`src/rtl/load_store_unit.sv`:
```
// load_store_unit: memory-access sequencer between the MEM-stage pipeline
// register and a word-wide data memory. It accepts one load or store per
// handshake and rejects misaligned accesses and illegal funct3 values.
// Byte and halfword stores use read-modify-write because the memory only
// writes whole words. Load data is returned sign- or zero-extended.
module load_store_unit #(
    parameter int DM_ADDRESS = 9,
    parameter int DATA_W     = 32
) (
    input  logic                  clk,
    input  logic                  rst_n,
    input  logic                  req_valid,
    output logic                  req_ready,
    input  logic                  req_we,
    input  logic [2:0]            req_funct3,
    input  logic [DM_ADDRESS-1:0] req_addr,
    input  logic [DATA_W-1:0]     req_wdata,
    output logic                  resp_valid,
    output logic [DATA_W-1:0]     resp_rdata,
    output logic                  resp_err,
    output logic                  mem_re,
    output logic                  mem_we,
    output logic [DM_ADDRESS-1:0] mem_addr,
    output logic [DATA_W-1:0]     mem_wdata,
    input  logic [DATA_W-1:0]     mem_rdata
);

    typedef enum logic [2:0] {
        S_IDLE,
        S_READ,
        S_WRITE,
        S_MERGE,
        S_LOAD_DATA,
        S_RESP
    } state_t;

    // funct3 encodings; bits [1:0] give the access size, bit 2 means unsigned
    localparam logic [1:0] SZ_BYTE = 2'b00;
    localparam logic [1:0] SZ_HALF = 2'b01;
    localparam logic [1:0] SZ_WORD = 2'b10;

    state_t state, state_next;

    // Latched request, captured on the accept edge
    logic                  we_q;
    logic [2:0]            funct3_q;
    logic [DM_ADDRESS-1:0] addr_q;
    logic [DATA_W-1:0]     wdata_q;

    logic                  accept;
    logic                  req_legal;
    logic                  req_misaligned;
    logic                  req_error;
    logic [DATA_W-1:0]     load_ext;
    logic [DATA_W-1:0]     merged;
    logic [4:0]            byte_shift;

    assign accept     = req_valid && req_ready;
    assign byte_shift = {addr_q[1:0], 3'b000};

    // Classify the incoming request: funct3 legality and natural alignment
    always_comb begin
        // NOTE: every signal driven here gets a default first, so no path leaves it unassigned and no latch is inferred.
        req_legal      = 1'b0;
        req_misaligned = 1'b0;
        if (req_we) begin
            req_legal = (req_funct3 == 3'b000) || (req_funct3 == 3'b001) ||
                        (req_funct3 == 3'b010);
        end else begin
            req_legal = (req_funct3 == 3'b000) || (req_funct3 == 3'b001) ||
                        (req_funct3 == 3'b010) || (req_funct3 == 3'b100) ||
                        (req_funct3 == 3'b101);
        end
        if (req_funct3[1:0] == SZ_HALF) begin
            req_misaligned = req_addr[0];
        end else if (req_funct3[1:0] == SZ_WORD) begin
            req_misaligned = (req_addr[1:0] != 2'b00);
        end
        req_error = !req_legal || req_misaligned;
    end

    // State register
    always_ff @(posedge clk or negedge rst_n) begin
        // NOTE: sequential state uses non-blocking assignments so every register samples pre-edge values.
        if (!rst_n) begin
            state <= S_IDLE;
        end else begin
            state <= state_next;
        end
    end

    // Next-state decode
    always_comb begin
        state_next = state;
        case (state)
            S_IDLE: begin
                if (accept) begin
                    if (req_error) begin
                        state_next = S_RESP;
                    end else if (req_we && (req_funct3[1:0] == SZ_WORD)) begin
                        state_next = S_WRITE;
                    end else begin
                        state_next = S_READ;
                    end
                end
            end
            S_READ:      state_next = we_q ? S_MERGE : S_LOAD_DATA;
            S_WRITE:     state_next = S_RESP;
            S_MERGE:     state_next = S_RESP;
            S_LOAD_DATA: state_next = S_RESP;
            S_RESP:      state_next = S_IDLE;
            default:     state_next = S_IDLE;
        endcase
    end

    // Capture the request fields on the accept edge; ignored outside IDLE
    always_ff @(posedge clk or negedge rst_n) begin
        if (!rst_n) begin
            we_q     <= 1'b0;
            funct3_q <= 3'b000;
            addr_q   <= '0;
            wdata_q  <= '0;
        end else if (accept) begin
            we_q     <= req_we;
            funct3_q <= req_funct3;
            addr_q   <= req_addr;
            wdata_q  <= req_wdata;
        end
    end

    // Select the addressed lane of the read word and extend it
    always_comb begin
        logic [7:0]  byte_lane;
        logic [15:0] half_lane;
        byte_lane = mem_rdata[byte_shift +: 8];
        half_lane = addr_q[1] ? mem_rdata[31:16] : mem_rdata[15:0];
        case (funct3_q)
            3'b000:  load_ext = {{24{byte_lane[7]}}, byte_lane};
            3'b100:  load_ext = {24'h000000, byte_lane};
            3'b001:  load_ext = {{16{half_lane[15]}}, half_lane};
            3'b101:  load_ext = {16'h0000, half_lane};
            default: load_ext = mem_rdata;
        endcase
    end

    // Replace the addressed byte/halfword lane of the read word with store data
    always_comb begin
        merged = mem_rdata;
        if (funct3_q[1:0] == SZ_BYTE) begin
            merged[byte_shift +: 8] = wdata_q[7:0];
        end else if (addr_q[1]) begin
            merged[31:16] = wdata_q[15:0];
        end else begin
            merged[15:0] = wdata_q[15:0];
        end
    end

    // Memory strobes, address and write data decoded from state
    always_comb begin
        mem_re    = (state == S_READ);
        mem_we    = (state == S_WRITE) || (state == S_MERGE);
        mem_addr  = '0;
        mem_wdata = '0;
        if (mem_re || mem_we) begin
            mem_addr = {addr_q[DM_ADDRESS-1:2], 2'b00};
        end
        if (state == S_WRITE) begin
            mem_wdata = wdata_q;
        end else if (state == S_MERGE) begin
            mem_wdata = merged;
        end
    end

    // Response registers: updated only on the edge that enters RESP, held otherwise
    always_ff @(posedge clk or negedge rst_n) begin
        if (!rst_n) begin
            resp_rdata <= '0;
            resp_err   <= 1'b0;
        end else begin
            case (state)
                S_IDLE: begin
                    if (accept && req_error) begin
                        resp_rdata <= '0;
                        resp_err   <= 1'b1;
                    end
                end
                S_WRITE, S_MERGE: begin
                    resp_rdata <= '0;
                    resp_err   <= 1'b0;
                end
                S_LOAD_DATA: begin
                    resp_rdata <= load_ext;
                    resp_err   <= 1'b0;
                end
                default: ;
            endcase
        end
    end

    assign req_ready  = (state == S_IDLE);
    assign resp_valid = (state == S_RESP);

endmodule
```
`config.mk`:
```
export PLATFORM = sky130hd
export DESIGN_NAME = load_store_unit
export DESIGN_NICKNAME = d
export VERILOG_FILES = /design/src/rtl/load_store_unit.sv
export SDC_FILE = /design/constraint.sdc
export NUM_CORES = 1
export LEC_CHECK = 0
export BUFFER_PORTS_ARGS = -buffer_cell sky130_fd_sc_hd__buf_4
export CAP_MARGIN = 20
export CORE_AREA = 2 2 109 190
export DETAILED_ROUTE_END_ITERATION = 6
export DIE_AREA = 0 0 111 192
export PLACE_DENSITY = 0.51
export SYNTH_ARGS = -nofsm -noshare
export SYNTH_HDL_FRONTEND = slang
export SYNTH_SLANG_ARGS = --single-unit
```
`constraint.sdc`:
```
create_clock -name clk -period 6.38 [get_ports clk]
set_clock_uncertainty 0.1 [all_clocks]
set_input_delay 0.638 -clock clk [delete_from_list [all_inputs] [get_ports clk]]
set_output_delay 0.638 -clock clk [all_outputs]
set_load 0.01 [all_outputs]
```
; After elaboration in Yosys (flattened, before gate mapping)
; Cells that the tools add are included.
[op_classes]
eq_ne = 16
shifts = 3
mux = 21
addsub = 1
n_reduce_logical = 22
[op_table]
columns = cell, n
row1 = $mux 32, 4
row2 = $pmux 32 s4, 1
row3 = $pmux 32 s3, 1
row4 = $mux 16, 3
row5 = $bwmux 32, 1
row6 = $shift 8x7->32 const A, 1
row7 = $shiftx 32x6->8, 1
row8 = $shiftx 8x7->32, 1
row9 = $eq 3x3->1 const B, 6
row10 = $eq 3x1->1 const B, 3
row11 = $eq 3x2->1 const B, 3
row12 = $logic_not 3->1, 3
row13 = $mux 3, 3
row14 = $mux 9, 1
row15 = $pmux 3 s3, 1
row16 = $logic_or 1x1->1, 7
row17 = $neg 5->7, 1
row18 = $mux 1, 4
row19 = $ne 2x1->1 const B, 2
row20 = $reduce_and 2->1, 2
row21 = $reduce_bool 2->1, 2
row22 = $logic_and 1x1->1, 3
row23 = $reduce_bool 3->1, 1
row24 = $reduce_or 3->1, 1
row25 = other kinds (7), 7
[totals]
input_bits = 80
ff_bits = 81

; Logic depth before layout (Yosys ltp)
[depth]
depth_word = 11
ltp_mapped = 8

; Worst setup path after synthesis
; No wires, ideal clock.
[synth_timing]
path_kind = reg-to-output
from = register addr_q[1]
to = output mem_wdata[0]
n_path_buf = 1
arrival_ns = 2.239
path_stages_with_launch = 8
slack_ns = 3.403
path_cell_list = dfrtp_1 > buf_4 > inv_1 > ha_1 > or3b_1 > or4b_1 > a21oi_2 > a22o_1
[synth_between]
elab_chain_len = 6
word_cells_on_any_way = 8
[synth_lines]
columns = element, line
row1 = from (decl), 47  ; logic [DM_ADDRESS-1:0] addr_q;
row2 = from (signal assigned), 126  ; addr_q <= req_addr;
row3 = $neg 5->7, 150  ; merged[byte_shift +: 8] = wdata_q[7:0];
row4 = $shiftx 8x7->32 / $shift 8x7->32 (equally long branches), 150
row5 = $bwmux 32, 150
row6 = $mux 32 (*), 149  ; if (funct3_q[1:0] == SZ_BYTE) begin
row7 = $mux 32 (*), 169  ; end else if (state == S_MERGE) begin
row8 = $mux 32 (*), 167  ; if (state == S_WRITE) begin
row9 = to (decl), 24  ; output logic [DATA_W-1:0] mem_wdata,
; Mark *: on every way between the ends. The rest lies on a longest branch, timed or not.

; Worst setup path in the final report
[layout_timing]
from = register addr_q[0]
to = output mem_wdata[1]
[layout_between]
elab_chain_len = 6
word_cells_on_any_way = 7
[layout_lines]
columns = element, line
row1 = $neg 5->7 (*), 150
row2 = $shiftx 8x7->32 / $shift 8x7->32 (equally long branches), 150
row3 = $bwmux 32 (*), 150
row4 = $mux 32 (*), 149
row5 = $mux 32 (*), 169
row6 = $mux 32 (*), 167
; Marked as above.

==> impl_metrics.ini <==
[outcome]
outcome = finished, final reports clean

[sta]
rsz0062_at_grt = no
hold_viol = 0
post-route-min-period_ns = 3.68
slew_headroom_pct = 35.4
setup_viol = 0
finalCritPeriodShare_pct = 57.6
tns_ns = 0
fmaxAchievable_mhz = 272
drv_slew = 0
worst_pin_slew_ns = 0.965

[critical_path]
critical_path.startpoint_type = register
crit_fanout = 15
path_cells = inv_1 > ha_1 > or3b_1 > or4b_1 > a21oi_2 > a22o_1 > buf_4
crit_buf_inv = 2
r2r_setup_slack_ns = 3.64
required_ns = 5.64
arrival_ns = 2.94
cp-end-kind = output port
cp_slowest_stage_delay_ns = 0.58
cp_top_family = simple AND/OR/NAND/NOR gates
path_class = reg -> out
cp_slowest_cell = dfrtp_1

[cells_and_area]
drive_above_1_share_pct = 37.1
area_delta_synth_final_pct = 34.8
fin_util_pct = 33.4
final_common_cell = buf_4
final_cell_mix = buf_4, dfrtp_1, mux2_2
fillers = 1996
fin_nets = 710
n_antenna_cell = 0

[logic_synthesis]
syn_inst = 492
synthTopCellsByArea = dfrtp_1, mux2_2, a221o_1
async_flop_share_pct = 100
yosys_warnings = 0
syn_area_sq_um = 4870
synth_edf_count = 0
syn_area_per_cell_sq_um = 9.91
synth_area_leader_cell = dfrtp_1
synth_ff_type = dfrtp_1
ys_ff_latch = 81
yosysUniqueCellTypes = 49
synth_top_area_share_pct = 41.6
yosysSeqAreaShare_pct = 41.6

[grt]
overflow = 0
grt_pass1_vias = 4739
grt_pass1_wl_mm = 27.9
antenna_found_initial = 0
grt_start_max_net_pins = 57
grt_usage_pct = 17.1

[power]
power.combinational.fraction_pct = 50.9
swShare_pct = 41.3
p_seq_share_pct = 30.6
ir_drop_mv = 0.190
netSwitchingPower_mw = 1.35
pwr_density_cell_nw_per_um2 = 496
internal-power_mw = 1.91
p_clk_share_pct = 18.6
leakagePower_nw = 2.99

[clock_network]
clk_pin_slew_ns = 0.07
cts_buffers = 9
clk_path_buf_depth = 2
clock-sinks = 81
ctsResizeCount = 0
htree_levels = 3
cts_tree = built
root_buffer = clkbuf_16
cts_hold_buf = 0
post_cts_buffers = 0
clock_latency_ns = 0.34

[placed_design]
gp_congestion = 0.882
io_buffers = 155
hpwl_mm = 14.2

[worst_hold_path]
hp-class = in -> async

[route]
vias = 4565
dr.pass1.iters = 4
drt_iter0_drc = 248
wire_per_inst_microns = 21.0
drcViolationCount = 0
viasPerCell = 5.22
antenna_left = 0
wl_mm = 18.4

[floorplanning]
die-width_microns = 111
core_sq_um = 19700
die_y_microns = 192
ioPinCount = 158
fp.dieArea_sq_um = 21300
std_cell_rows = 68
initial_core_util_pct = 24.8

[run]
maxCapViolations = 0
## metal layers
layer	up-vias	global-route usage, %	wire length (microns)
li1	2095	-	-
met1	2271	19.1	6920
met2	170	31.1	9820
met3	29	3.57	1090
met4	0	7.40	566
met5	-	0	0
## Yosys cell counts, types with 2 or more instances
library cell  number
nand3_1           10
a21boi_1           2
a21bo_2            5
buf_2             10
and2_1            11
a32o_1             5
a221o_1           28
clkbuf_1          25
mux2i_1           12
and3b_1            2
nor3_1             2
and3_1             8
mux2_2            41
o2bb2ai_1         12
buf_1              3
ha_1               5
inv_1             19
a21oi_1           32
o21ai_0           25
nor2_1            25
or3b_1             2
buf_4              4
o21a_1             3
a22o_1             9
mux4_2             4
nand2b_1          25
o221ai_1          12
dfrtp_1           81
o22ai_1            4
o211ai_1           2
nand3b_1           2
a31oi_1            9
nand2_1           37
## cell type report
type	count	area, sq um	share of cell area, %
Inverter	19	71.3	1.09
Sequential cell	81	2030	30.8
Multi-Input combinational cell	350	2590	39.4
Timing Repair Buffer	164	1230	18.7
Clock inverter	5	103	1.56
Clock buffer	11	243	3.69
Tap cell	245	307	4.66
## cells by family (layout without fill, tap and decap cells)
kind of cell	after synthesis	in the layout	share of synthesized area (%)
AOI/OAI and AO/OA	156	156	24.0
other	1	2	0.0769
and+or+nand+nor	130	130	13.8
DFF	81	81	41.6
adders and majority gates	5	5	1.28
muxes	57	57	13.8
buffers and inverters	62	199	5.49
## metrics by stage
step | instance area, sq um | hold slack [ns] | setup slack [ns] | total power [mW] | instances
floorplan | 4880 | 0.242 | 3.40 | 2.05 | 493
global placement | 6220 | 0.383 | 3.20 | 2.64 | 858
detailed placement | 6220 | 0.389 | 3.09 | 2.68 | 858
CTS | 6570 | 0.169 | 2.70 | 3.30 | 874
global route | 6570 | 0.180 | 2.49 | 3.49 | 875
finish | 6570 | 0.162 | 2.70 | 3.26 | 875
## registers in the layout, indices dropped and copies added (netlist names)
signal	flops
resp_rdata	32
wdata_q	32
addr_q	9
funct3_q	3
state	3
resp_err	1
we_q	1
## power by group through the flow
stage	logic (mW)	registers [mW]	clock network [mW]
5_1_grt	1.81	1.03	0.647
4_1_cts	1.68	0.998	0.622
6_report	1.66	0.997	0.606
3_5_place_dp	1.67	1.01	0
2_1_floorplan	1.14	0.910	0
3_3_place_gp	1.64	0.999	0
## final timing paths
path	startpoint	endpoint	cells after the start
worst max-delay path	addr_q[0]	mem_wdata[1]	7
worst min-delay path	rst_n	funct3_q[0]	1
worst max register to register	state[0]	resp_rdata[21]	5
worst min register to register	addr_q[2]	addr_q[2]	1
max in group asynchronous	rst_n	resp_rdata[27]	2
min in group clk	addr_q[2]	addr_q[2]	1
Power figures use the tool's default switching activity.
